$ cat src/rtl/spi16_master.sv
// 16-bit SPI initiator, mode 0 (CPOL=0, CPHA=0), MSB first, one framed
// transfer per accepted start pulse. Every output comes straight from a flop.
module spi16_master #(
   parameter int CLK_DIV  = 4,
   parameter int CS_SETUP = 2,
   parameter int CS_HOLD  = 2
) (
   input  logic        clk,
   input  logic        reset,
   input  logic        start,
   input  logic [15:0] din,
   output logic [15:0] dout,
   output logic        busy,
   output logic        done,
   output logic        nCS,
   output logic        SCLK,
   output logic        MOSI,
   input  logic        MISO
);

   localparam int DIV_W   = $clog2(CLK_DIV) + 1;
   localparam int GAP_MAX = (CS_SETUP > CS_HOLD) ? CS_SETUP : CS_HOLD;
   localparam int GAP_W   = $clog2(GAP_MAX) + 1;

   localparam logic [DIV_W-1:0] DIV_LOAD   = DIV_W'(CLK_DIV - 1);
   localparam logic [GAP_W-1:0] SETUP_LOAD = GAP_W'(CS_SETUP - 1);
   localparam logic [GAP_W-1:0] HOLD_LOAD  = GAP_W'(CS_HOLD - 1);

   typedef enum logic [1:0] {IDLE, SETUP, SHIFT, HOLD} state_t;

   state_t            state, state_nx;
   logic [DIV_W-1:0]  div_cnt, div_cnt_nx;
   logic [GAP_W-1:0]  gap_cnt, gap_cnt_nx;
   logic [4:0]        bit_cnt, bit_cnt_nx;
   logic [15:0]       tx_sr, tx_sr_nx;
   logic [15:0]       rx_sr, rx_sr_nx;
   logic [15:0]       dout_nx;
   logic              busy_nx, done_nx, ncs_nx, sclk_nx, mosi_nx;

   always_ff @(posedge clk) begin
      if (reset) begin
         state   <= IDLE;
         div_cnt <= '0;
         gap_cnt <= '0;
         bit_cnt <= '0;
         tx_sr   <= '0;
         rx_sr   <= '0;
         dout    <= '0;
         busy    <= 1'b0;
         done    <= 1'b0;
         nCS     <= 1'b1;
         SCLK    <= 1'b0;
         MOSI    <= 1'b0;
      end else begin
         state   <= state_nx;
         div_cnt <= div_cnt_nx;
         gap_cnt <= gap_cnt_nx;
         bit_cnt <= bit_cnt_nx;
         tx_sr   <= tx_sr_nx;
         rx_sr   <= rx_sr_nx;
         dout    <= dout_nx;
         busy    <= busy_nx;
         done    <= done_nx;
         nCS     <= ncs_nx;
         SCLK    <= sclk_nx;
         MOSI    <= mosi_nx;
      end
   end

   always_comb begin
      state_nx   = state;
      div_cnt_nx = div_cnt;
      gap_cnt_nx = gap_cnt;
      bit_cnt_nx = bit_cnt;
      tx_sr_nx   = tx_sr;
      rx_sr_nx   = rx_sr;
      dout_nx    = dout;
      busy_nx    = busy;
      done_nx    = 1'b0;
      ncs_nx     = nCS;
      sclk_nx    = SCLK;
      mosi_nx    = MOSI;

      case (state)
         IDLE: begin
            ncs_nx  = 1'b1;
            sclk_nx = 1'b0;
            busy_nx = 1'b0;
            if (start) begin
               tx_sr_nx   = din;
               mosi_nx    = din[15];
               ncs_nx     = 1'b0;
               busy_nx    = 1'b1;
               bit_cnt_nx = '0;
               gap_cnt_nx = SETUP_LOAD;
               state_nx   = SETUP;
            end
         end

         SETUP: begin
            if (gap_cnt == '0) begin
               div_cnt_nx = DIV_LOAD;
               state_nx   = SHIFT;
            end else begin
               gap_cnt_nx = gap_cnt - GAP_W'(1);
            end
         end

         // Each divider expiry is one SCLK edge; low->high samples MISO,
         // high->low advances MOSI and counts a completed bit.
         SHIFT: begin
            if (div_cnt == '0) begin
               div_cnt_nx = DIV_LOAD;
               sclk_nx    = ~SCLK;
               if (!SCLK) begin
                  rx_sr_nx = {rx_sr[14:0], MISO};
               end else begin
                  bit_cnt_nx = bit_cnt + 5'd1;
                  if (bit_cnt == 5'd15) begin
                     mosi_nx    = 1'b0;
                     gap_cnt_nx = HOLD_LOAD;
                     state_nx   = HOLD;
                  end else begin
                     mosi_nx  = tx_sr[14];
                     tx_sr_nx = {tx_sr[14:0], 1'b0};
                  end
               end
            end else begin
               div_cnt_nx = div_cnt - DIV_W'(1);
            end
         end

         HOLD: begin
            if (gap_cnt == '0) begin
               ncs_nx   = 1'b1;
               dout_nx  = rx_sr;
               done_nx  = 1'b1;
               busy_nx  = 1'b0;
               state_nx = IDLE;
            end else begin
               gap_cnt_nx = gap_cnt - GAP_W'(1);
            end
         end

         default: state_nx = IDLE;
      endcase
   end

endmodule

$ cat config.mk
export PLATFORM = sky130hd
export DESIGN_NAME = spi16_master
export DESIGN_NICKNAME = d
export VERILOG_FILES = /design/src/rtl/spi16_master.sv
export SDC_FILE = /design/constraint.sdc
export NUM_CORES = 1
export LEC_CHECK = 0
export BUFFER_PORTS_ARGS = -buffer_cell sky130_fd_sc_hd__buf_2
export CORE_MARGIN = 3
export CORE_UTILIZATION = 55
export CTS_BUF_LIST = sky130_fd_sc_hd__clkbuf_4 sky130_fd_sc_hd__clkbuf_8
export CTS_CLUSTER_DIAMETER = 200
export DETAILED_ROUTE_END_ITERATION = 16
export GPL_TIMING_DRIVEN = 0
export PLACE_DENSITY = 0.78
export SLEW_MARGIN = 10
export SYNTH_ARGS = -nofsm -noshare
export SYNTH_HDL_FRONTEND = slang
export SYNTH_SLANG_ARGS = --single-unit
$ cat constraint.sdc
create_clock -name clk -period 4.7 [get_ports clk]
set_input_delay 0.47 -clock clk [delete_from_list [all_inputs] [get_ports clk]]
set_output_delay 0.47 -clock clk [all_outputs]
set_load 0.02 [all_outputs]
* Word-level counts from Yosys, hierarchy flattened
Cells that the tools add are included.
** Cells by class
- Equality and inequality tests :: 12
- Mux-type cells :: 38
- Bitwise gates (word level) :: 2
- Add/subtract/negate cells :: 3
- Reduce and logical (&&, ||, !) cells :: 17
** Operators with widths (number)
- $mux W15 :: 4
- $pmux W15 S2 :: 1
- $mux W2 :: 10
- $ne A2 B2 Y1 const B :: 8
- $mux W5 :: 3
- $mux W1 :: 10
- $pmux W5 S2 :: 1
- $reduce_and A5 Y1 :: 2
- $pmux W1 S2 :: 4
- $pmux W2 S4 :: 1
- $reduce_and A2 Y1 :: 4
- $mux W3 :: 2
- $pmux W2 S3 :: 1
- $pmux W3 S2 :: 1
- $reduce_and A6 Y1 :: 1
- $reduce_bool A2 Y1 :: 3
- $add A5 B1 Y5 const B :: 1
- $eq A5 B4 Y1 const B :: 1
- $eq A2 B2 Y1 const B :: 2
- $logic_not A2 Y1 :: 2
- $reduce_and A4 Y1 :: 1
- $reduce_or A2 Y1 :: 2
- $logic_not A3 Y1 :: 1
- $reduce_and A3 Y1 :: 1
- 4 further kinds :: 5
** Storage, ports and cells
- Output and inout bits :: 21
- Flip-flop bits (word level) :: 64
- Input bits :: 20
- Logic and storage cells :: 84

* Logic depth before layout (Yosys ltp)
Gate-level depths: netlist of run 1.
- Depth after elaboration :: 5
- Mapped depth :: 9
- Mapped depth without buffers :: 7

* Worst setup path after synthesis of run 1
OpenSTA, ideal clock, no wires.
- Path type :: flip-flop to flip-flop
- From :: register state[0]
- To :: register state[0]
- Data required time :: 4.613 ns
- Slack :: 2.951 ns
- Stages on the path, launching flop included :: 8
- Arrival :: 1.662 ns
- Setup time :: 0.087 ns
- Path buffers :: 1
- Path through :: dfxtp_1 inv_1 ha_1 buf_4 nor2b_1 a221oi_4 or4b_1 o31ai_1
** Between the ends
- Word-level cells in the longest chain between the ends :: 3
- Elaborated cells between the ends (all ways) :: 12
** Ends and longest elaborated chain
- start, declared :: RTL line 31 : state_t state, state_nx;
- start signal, assigned :: RTL line 55 : state <= state_nx;
- $eq A2 B2 Y1, or another cell as far along :: RTL line 84 : case (state)
- $ne A2 B2 Y1 (no line)
- $reduce_and A6 Y1 (no line)
Several ways; a longest one is shown, not always the timed one.
A chain may end at the register's enable or synchronous reset.

* Final worst setup path of run 1
- From :: register state[1]
- To :: register tx_sr[13]
** Between the ends
- Word-level cells in the longest chain between the ends :: 3
- Elaborated cells between the ends (all ways) :: 9
** Ends and longest elaborated chain
- $eq A2 B2 Y1 / $logic_not A2 Y1 (equally long branches) :: RTL line 84
- $ne A2 B2 Y1 (no line) / $reduce_bool A2 Y1 (equally long branches)
- $reduce_and A5 Y1 (no line)
- end signal, assigned :: RTL line 59 : tx_sr <= tx_sr_nx;
- end, declared :: RTL line 35 : logic [15:0] tx_sr, tx_sr_nx;
Several ways; a longest one is shown, not always the timed one.

==> out/qor.yml, run 1 <==
clock_tree:
  hold_buffers: 0
  cts_setup_buffers: 0
  cts_sinks: 64
  clk_pin_slew_ps: 80
  cts_resized: 0
  htree_levels: 3
  clockBufferDepth: 2
  clock-root-buffer: "clkbuf_8"
  clock_latency_ps: 340
  cts_buffers: 9
  tritoncts: "built"
yosys:
  synth_common_cells: "dfxtp_1, nand2_1, a21oi_1"
  yosys.area.top_type: "dfxtp_1"
  synth.area.mux_share: 0.0609
  synth_top_area_share: 0.480
  synth_edf_count: 0
  synth_most_common_cell: "dfxtp_1"
  synth_seq_cells: 64
  ys_types: 42
  synth_ff_type: "dfxtp_1"
  synthXorXnorAreaFrac: 0
  ys_top_cells_by_area: "dfxtp_1, a21oi_1, a22o_1"
  yosys.area_share.simple: 0.133
  avgSynthCellArea_um2: 9.51
  synth_warnings: 0
  yosys.area_share.adder: 0.0422
  postSynth.asyncResetShare: 0
  synth_compound_area_frac: 0.231
  ys_seq_area_frac: 0.480
  synth_area_um2: 2670
  syn_inst: 281
  synth_top_family_by_area: "compound AO/OA/AOI/OAI gates"
  syn-num-nets: 310
worst_setup_path:
  critical_path_class: "reg2reg"
  cp_max_fo: 10
  slowest_stage: "ha_1"
  end_kind: "flop"
  arrival_ps: 2260
  cp_data_required_time_ps: 4910
  crit_buf_inv: 3
  cp-start-kind: "flop"
  crit_chain: "inv_1 > ha_1 > nor2_1 > a221oi_2 > and2_1 > buf_2 > buf_4 > a211oi_1"
  worst_path_largest_cell_delay_ps: 350
  path_delay_family: "buffers and inverters"
layout:
  nFillCells: 373
  final-seq-area_um2: 1280
  multi_input_area_um2: 1250
  diodes: 0
  final_cell_area_um2: 3140
  drive_above_1_share: 0.208
  areaGrowthSynthToFinish_pct: 17.7
  nets: 360
routing:
  wl_um: 5400
  highest_layer: "met4"
  post-route-drc-count: 0
  vias: 2192
  drtIter0Drc: 79
  wl_met3_um: 226
  wire_per_inst_um: 13.5
  wl_met1_um: 2600
  viasPerCell: 5.47
  final_antenna_net_count: 0
  firstDrtPassIters: 4
  routed-wl-met2_um: 2470
placed_design:
  place_congestion: 0.784
  hpwlAfterDp_um: 3790
  portBuffers: 39
  place_area_um2: 2950
  pre_cts_slack_ps: 2700
timing:
  worst_slack_ps: 2650
  fin_worst_skew_ps: 7.47
  finalHoldViolCount: 0
  rsz0062_at_grt: "false"
  clock.fmax_mhz: 489
  relSlewSlack: 0.642
  fin_setup_tns_ps: 0
  hold_slack_ps: 377
  layout_worst_path_cycle_share: 0.436
  worstMarginPinSlew_ps: 538
  drv_slew: 0
  setup_viol: 0
  finalCriticalPeriod_ps: 2050
global_route:
  grt_pass1_vias: 1871
  grt.overflow.total: 0
  antenna_found_initial: 0
  grt_max_degree: 13
  grtUsageTotal: 0.200
  grt_first_pass_wirelength_um: 8530
die:
  rows: 24
  die_w_um: 75.7
  coreArea_um2: 4530
  start_util: 0.589
  pin_count: 41
  fp.dieArea_um2: 5730
  die_h_um: 75.7
run_status:
  status: "completed"
power_and_ir_drop:
  power.leakage_nw: 1.25
  max-vdd-ir-drop_mv: 0.326
  powerDensity_nw_per_um2: 571
job:
  drv_cap: 0
worst_hold_path:
  hold_class: "in2reg"
-- sequential cells by signal, indices dropped and copies added (netlist names), 2 cells and up --
name,count
div_cnt,3
dout,16
gap_cnt,2
state,2
rx_sr,16
tx_sr,15
bit_cnt,5
-- area by class of cell --
class	instances	area share
Multi-Input combinational cell	185	0.397
Buffer	18	0.0287
Timing Repair Buffer	39	0.0621
Clock buffer	9	0.0394
Tap cell	65	0.0259
Sequential cell	64	0.408
Clock inverter	7	0.0227
Inverter	14	0.0167
-- path summary, 6_finish.rpt --
check / from / endpoint / slack (ps) / cells after the start
min: din[0] / tx_sr[0] / 380 / 3
max: state[1] / tx_sr[13] / 2650 / 8
min reg2reg: rx_sr[15] / rx_sr[15] / 460 / 2
max reg2reg: state[1] / tx_sr[13] / 2650 / 8
-- placed cells by master, fill, tap and decap left out, types with 2 or more instances in the layout --
master and count:
a21oi_1 34, a311oi_1 2, buf_4 5, or3_1 2, a31oi_1 4, nor2_1 14, clkinv_2 2, nand2_1 36
a22o_1 16, o21ai_0 3, inv_1 14, clkinvlp_4 3, nor2b_1 2, dfxtp_1 64, clkbuf_1 10, mux2_2 2
a211oi_1 15, buf_2 42, o31ai_1 2, nand3_1 3, nand2b_1 5, clkbuf_8 9, o32ai_1 2, ha_1 9
mux2i_1 14
-- cell families (layout without fill, tap and decap cells) --
| family | count (synthesis) | after routing |
|---|---|---|
| compound gates | 88 | 88 |
| fa+ha+maj | 9 | 9 |
| buf+inv | 32 | 87 |
| flops | 64 | 64 |
| mux | 16 | 16 |
| simple gates | 72 | 72 |
-- where the power goes --
part           internal (W)  switching (W)  total, W
Sequential         0.000626      0.0000474  0.000673
Clock              0.000244       0.000224  0.000468
Combinational      0.000267       0.000385  0.000652
Total               0.00114       0.000657   0.00179
-- stage by stage --
step	std cells	util	power (W)
floorplan	281	-	0.00119
global placement	385	0.650	0.00131
detailed placement	385	0.650	0.00134
CTS	401	0.693	0.00180
global route	401	0.693	0.00191
finish	401	0.693	0.00179
-- layer usage --
| layer | vias up | GRT usage |
|---|---|---|
| li1 | 1116 | - |
| met1 | 1019 | 0.258 |
| met2 | 43 | 0.306 |
| met3 | 14 | 0.0594 |
| met4 | 0 | 0.0990 |
| met5 | - | 0 |
-- worst reg2reg max path: stages (launching register included) --
cell,delay (ps)
dfxtp_1,330
inv_1,110
ha_1,350
nor2_1,140
a221oi_2,350
and2_1,190
buf_2,170
buf_4,190
a211oi_1,90
Note: power is estimated with default switching activity, not from simulation.
==> inputs of run 2 (changes only) <==
- CORE_UTILIZATION: 55 -> 53
- clock period: 4.7 -> 1.6 ns (I/O delays scaled with it)
==> run 2 against run 1 <==
- the run now ends with negative setup slack left
- utilization is 3.4 points higher
- clock skew is 3.0 ps higher
- global-route usage is 0.74 points higher
- critical path type unchanged
- critical endpoint is now state[0]
- largest power group is now combinational logic
==> out/qor.yml, run 2 (same netlist as run 1, synthesis figures left out) <==
run_status:
  status: "finished, violations left"
  violations: "negative setup slack"
layout:
  multi_input_area_um2: 1440  # +16%
  diodes: 0  # unchanged
  reg_top3: "dout x16, rx_sr x16, tx_sr x15"
  drive_above_1_share: 0.338  # +0.130
  nFillCells: 348  # -6.7%
  nets: 367  # +1.9%
  fin_util: 0.727  # +0.0339
  areaGrowthSynthToFinish_pct: 30.3
  final_cell_area_um2: 3480  # +11%
  final-seq-area_um2: 1290  # +0.49%
  layout_common_cells: "dfxtp_1, buf_2, nand2_1, a21oi_1, a22o_1"
  final_common_cell: "dfxtp_1"
global_route:
  grt_pass1_vias: 2256  # +21%
  grtUsageTotal: 0.208  # +0.00744
  grt_max_degree: 14  # +1
  grt_first_pass_wirelength_um: 9980  # +17%
  grt.overflow.total: 0  # unchanged
  antenna_found_initial: 0  # unchanged
placed_design:
  pre_cts_slack_ps: -344  # -3040 ps
  hpwlAfterDp_um: 3700  # -2.3%
  place_congestion: 0.750  # -4.3%
  portBuffers: 39  # unchanged
  place_area_um2: 2990  # +1.5%
worst_hold_path:
  hold_class: "in2reg"
clock_tree:
  hold_buffers: 0  # unchanged
  clk_pin_slew_ps: 80  # about the same
  cts_buffers: 9  # unchanged
  tritoncts: "built"
  clockBufferDepth: 2  # unchanged
  htree_levels: 3  # unchanged
  cts_sinks: 64  # unchanged
  clock_latency_ps: 340  # about the same
  clock-root-buffer: "clkbuf_8"
worst_setup_path:
  crit_path_frequent_cell: "ha_4"
  r2r_start: "bit_cnt[0]"
  crit_chain: "ha_4 > and3_4 > ha_4 > nor2b_2 > a221oi_4 > or4b_4 > o31ai_4"
  r2r-end: "state[0]"
  crit_path_start: "bit_cnt[0]"
  cp_max_fo: 3  # -7
  crit_end: "state[0]"
  worst_path_largest_cell_delay_ps: 510  # +160 ps
  critical_path_class: "reg2reg"
  slowest_stage: "or4b_4"
  cp-start-kind: "flop"
  end_kind: "flop"
  crit_buf_inv: 0  # -3
  cp_data_required_time_ps: 1850  # -3060 ps
  crit_cells: 7  # -1
  r2r_slack_ps: -160  # -2820 ps
  path_delay_family: "simple AND/OR/NAND/NOR gates"
  arrival_ps: 2010  # -250 ps
  r2r_cells: 7  # -1
routing:
  post-route-drc-count: 0  # unchanged
  drtIter0Drc: 74  # -6.3%
  final_antenna_net_count: 0  # unchanged
  viasPerCell: 5.54  # +1.3%
  vias: 2270  # +3.6%
  wire_per_inst_um: 14.6  # +8.5%
  wl_met3_um: 291  # +29%
  wl_met1_um: 2690  # +3.5%
  wl_um: 5990  # +11%
  highest_layer: "met4"
  firstDrtPassIters: 4  # unchanged
  routed-wl-met2_um: 2870  # +16%
die:
  pin_count: 41  # unchanged
  die_w_um: 77.0  # +1.7%
  coreArea_um2: 4790  # +5.5%
  rows: 25  # +4.2%
  start_util: 0.558  # -0.0310
  fp.dieArea_um2: 5930  # +3.5%
  die_h_um: 77.0  # +1.7%
timing:
  setup_viol: 27  # +27
  fin_setup_tns_ps: -1470  # -1470 ps
  relSlewSlack: 0.595  # -0.0462
  clock.fmax_mhz: 567  # +16%
  worst_slack_ps: -163  # -2820 ps
  finalCriticalPeriod_ps: 1760  # -284 ps
  drv_slew: 0  # unchanged
  fin_worst_skew_ps: 10.5  # +3.00 ps
  rsz0062_at_grt: "true"
  layout_worst_path_cycle_share: 1.10  # +0.666
  worstMarginPinSlew_ps: 607  # +69.4 ps
  finalHoldViolCount: 0  # unchanged
job:
  drv_cap: 0  # unchanged
power_and_ir_drop:
  p_total_w: 0.00617  # +240%
  p_clk_frac: 0.255  # -0.006
  power.leakage_nw: 1.34  # +7.3%
  seq_power_share: 0.325  # -0.050
  switchingPower_w: 0.00224  # +240%
  max-vdd-ir-drop_mv: 1.26  # +290%
  powerDensity_nw_per_um2: 1770  # +210%
  swShare: 0.363  # -0.00258
  intPower_w: 0.00393  # +250%
  combPwrFrac: 0.420  # +0.056
-- run 2: power by group through the flow --
stage          registers (W)  logic [W]  clock network (W)
6_report             0.00201    0.00259            0.00157
3_5_place_dp         0.00201    0.00191                  0
4_1_cts              0.00199    0.00238            0.00160
5_1_grt              0.00203    0.00281            0.00168
2_1_floorplan        0.00202    0.00150                  0
3_3_place_gp         0.00200    0.00187                  0
-- run 2: cell type report --
| type | instances | area share |
|---|---|---|
| tap | 67 | 0.0241 |
| clock buffer | 9 | 0.0356 |
| multi-input combinational | 185 | 0.415 |
| buffer | 17 | 0.0360 |
| clock inverter | 7 | 0.0295 |
| sequential | 64 | 0.370 |
| timing repair buffer | 47 | 0.0744 |
| inverter | 14 | 0.0158 |
-- run 2: worst min-delay path by stage --
stage | start | end | slack, ps | cells after the start
global placement | MISO | rx_sr[0] | 410 | 3
finish | MISO | rx_sr[0] | 60 | 3
global route | MISO | rx_sr[0] | 60 | 3
floorplan | MISO | rx_sr[0] | 300 | 2
CTS | MISO | rx_sr[0] | 60 | 3
detailed placement | MISO | rx_sr[0] | 420 | 3
-- run 2: per-layer routing --
| layer | vias to the layer above | GRT usage |
|---|---|---|
| li1 | 1128 | - |
| met1 | 1066 | 0.242 |
| met2 | 62 | 0.355 |
| met3 | 14 | 0.0505 |
| met4 | 0 | 0.103 |
| met5 | - | 0 |
-- run 2: per-stage QoR --
| step | hold WS (ps) | std cells |
|---|---|---|
| 2_1_floorplan | 296 | 281 |
| 3_3_place_gp | 409 | 387 |
| 3_5_place_dp | 417 | 387 |
| 4_1_cts | 56.3 | 408 |
| 5_1_grt | 61.3 | 410 |
| 6_report | 59.2 | 410 |
-- run 2: timing repair --
action | in CTS | in global routing
setup endpoints to repair | 46 | 47
cloned | 0 | 0
pin swaps | 6 | 4
buffers inserted | 6 | 2
gates resized for setup | 35 | 20
hold endpoints to repair | 0 | 0
-- run 2: worst reg2reg max path, stage by stage (launching register included) --
cell	delay, ps
dfxtp_2	360
ha_4	140
and3_4	180
ha_4	160
nor2b_2	60
a221oi_4	200
or4b_4	510
o31ai_4	80
==> inputs of run 3 (changes only) <==
- HOLD_SLACK_MARGIN: not set -> 0.06
==> run 3 against run 2 <==
- the flow still finishes with violations (negative setup slack)
- sequential power hardly changed
- design area is 0.58% higher
- clock skew is 1.3 ps higher
- largest cell class unchanged
==> out/qor.yml, run 3 (same netlist as run 1, synthesis figures left out) <==
timing:
  fin_worst_skew_ps: 11.7  # +1.28 ps
  worst_slack_ps: -165  # -2.20 ps
  drv_slew: 0  # unchanged
  hold_slack_ps: 153  # +93.6 ps
  rsz0062_at_grt: "true"
  setup_viol: 27  # unchanged
  layout_worst_path_cycle_share: 1.10  # +0.00137
  worstMarginPinSlew_ps: 604  # -3.08 ps
  clock.fmax_mhz: 567  # -0.12%
  relSlewSlack: 0.597  # +0.00206
  finalCriticalPeriod_ps: 1760  # +2.20 ps
  finalHoldViolCount: 0  # unchanged
worst_setup_path:
  end_kind: "flop"
  cp_max_fo: 3  # unchanged
  cp-start-kind: "flop"
  r2r-end: "state[0]"
  cp_data_required_time_ps: 1860  # about the same
  r2r_start: "bit_cnt[0]"
  critical_path_class: "reg2reg"
  arrival_ps: 2020  # about the same
  r2r_slack_ps: -160  # about the same
  r2r_cells: 7  # unchanged
power_and_ir_drop:
  p_clk_frac: 0.255  # about the same
  powerDensity_nw_per_um2: 1770  # -0.42%
  intPower_w: 0.00393  # about the same
  seq_power_share: 0.324  # about the same
  switchingPower_w: 0.00225  # +0.28%
  power.leakage_nw: 1.35  # +0.62%
  combPwrFrac: 0.421  # about the same
  max-vdd-ir-drop_mv: 1.26  # +0.27%
  p_total_w: 0.00618  # +0.15%
  swShare: 0.364  # +0.000470
worst_hold_path:
  min_to: "tx_sr[4]"
  worstHoldStart: "din[4]"
  worstHoldPathCells: 3  # unchanged
  hold_class: "in2reg"
clock_tree:
  cts_sinks: 64  # unchanged
  clk_pin_slew_ps: 80  # about the same
  clock_latency_ps: 340  # about the same
  cts_buffers: 9  # unchanged
  tritoncts: "built"
  clock-root-buffer: "clkbuf_8"
  clockBufferDepth: 2  # unchanged
  htree_levels: 3  # unchanged
routing:
  wire_per_inst_um: 14.6  # about the same
  routed-wl-met2_um: 2900  # +0.94%
  final_antenna_net_count: 0  # unchanged
  wl_um: 6020  # +0.52%
  viasPerCell: 5.49  # -0.79%
  post-route-drc-count: 0  # unchanged
  wl_met3_um: 271  # -6.9%
  wl_met1_um: 2710  # +0.71%
  drtIter0Drc: 76  # +2.7%
  highest_layer: "met4"
  vias: 2263  # -0.31%
  firstDrtPassIters: 4  # unchanged
layout:
  final_cell_area_um2: 3500  # +0.58%
  final_common_cell: "dfxtp_1"
  layout_common_cells: "dfxtp_1, buf_2, nand2_1, a21oi_1, a22o_1"
  drive_above_1_share: 0.336  # -0.00196
  reg_top3: "dout x16, rx_sr x16, tx_sr x15"
  areaGrowthSynthToFinish_pct: 31.0
  diodes: 0  # unchanged
  nets: 369  # +0.54%
global_route:
  grt.overflow.total: 0  # unchanged
  grt_max_degree: 14  # unchanged
  grtUsageTotal: 0.208  # +0.000497
  grt_pass1_vias: 2264  # +0.35%
  antenna_found_initial: 0  # unchanged
  grt_first_pass_wirelength_um: 10000  # +0.34%
placed_design:
  place_congestion: 0.750  # unchanged
  hpwlAfterDp_um: 3700  # unchanged
  portBuffers: 39  # unchanged
  place_area_um2: 2990  # unchanged
die:
  start_util: 0.558  # unchanged
  coreArea_um2: 4790  # unchanged
  pin_count: 41  # unchanged
  die_w_um: 77.0  # unchanged
  die_h_um: 77.0  # unchanged
  rows: 25  # unchanged
  fp.dieArea_um2: 5930  # unchanged
run_status:
  status: "finished, violations left"
  violations: "negative setup slack"
job:
  drv_cap: 0  # unchanged
==> run 3: worst max path at each step <==
stage	startpoint	endpoint
detailed placement	state[1]	tx_sr[5]
global route	bit_cnt[0]	state[0]
global placement	state[1]	tx_sr[5]
CTS	bit_cnt[0]	state[0]
floorplan	state[0]	state[0]
finish	bit_cnt[0]	state[0]
==> run 3: stage by stage <==
stage	instances	utilization	worst slack, ps	TNS, ps
2_1_floorplan	281	-	-85.1	-357
3_3_place_gp	387	0.625	-355	-10720
3_5_place_dp	387	0.625	-344	-11320
4_1_cts	410	0.714	-124	-1000
5_1_grt	412	0.731	-217	-4590
6_report	412	0.731	-165	-1560
==> run 3: area by class of cell <==
class / count / area, µm²
timing repair buffer: 49 / 279
sequential: 64 / 1290
multi-input combinational: 185 / 1440
clock buffer: 9 / 124
fill: 346 / 1290
buffer: 17 / 125
clock inverter: 7 / 103
tap: 67 / 83.8
inverter: 14 / 55.1
==> run 3: metal layers <==
metal / track usage / up-vias
met5: 0 / -
met4: 0.103 / 0
met3: 0.0481 / 13
met2: 0.356 / 56
met1: 0.243 / 1065
li1: - / 1129
==> run 3: power by group through the flow <==
stage                     sequential (W)  combinational [W]  clock (W)
after floorplan                  0.00202            0.00150          0
after global placement           0.00200            0.00187          0
after detailed placement         0.00201            0.00191          0
after CTS                        0.00199            0.00238    0.00160
after global routing             0.00203            0.00282    0.00168
final                            0.00201            0.00260    0.00158
==> run 3: critical path, stage by stage (launching register included) <==
cell	delay [ps]
dfxtp_2	360
ha_4	140
and3_4	180
ha_4	160
nor2b_2	60
a221oi_4	200
or4b_4	510
o31ai_4	80
==> run 3: timing repair <==
action	CTS	global route
hold endpoints to repair	2	0
pin swaps	6	4
setup buffers	6	2
gates resized for setup	35	20
setup endpoints to repair	46	47
hold buffers	2	0
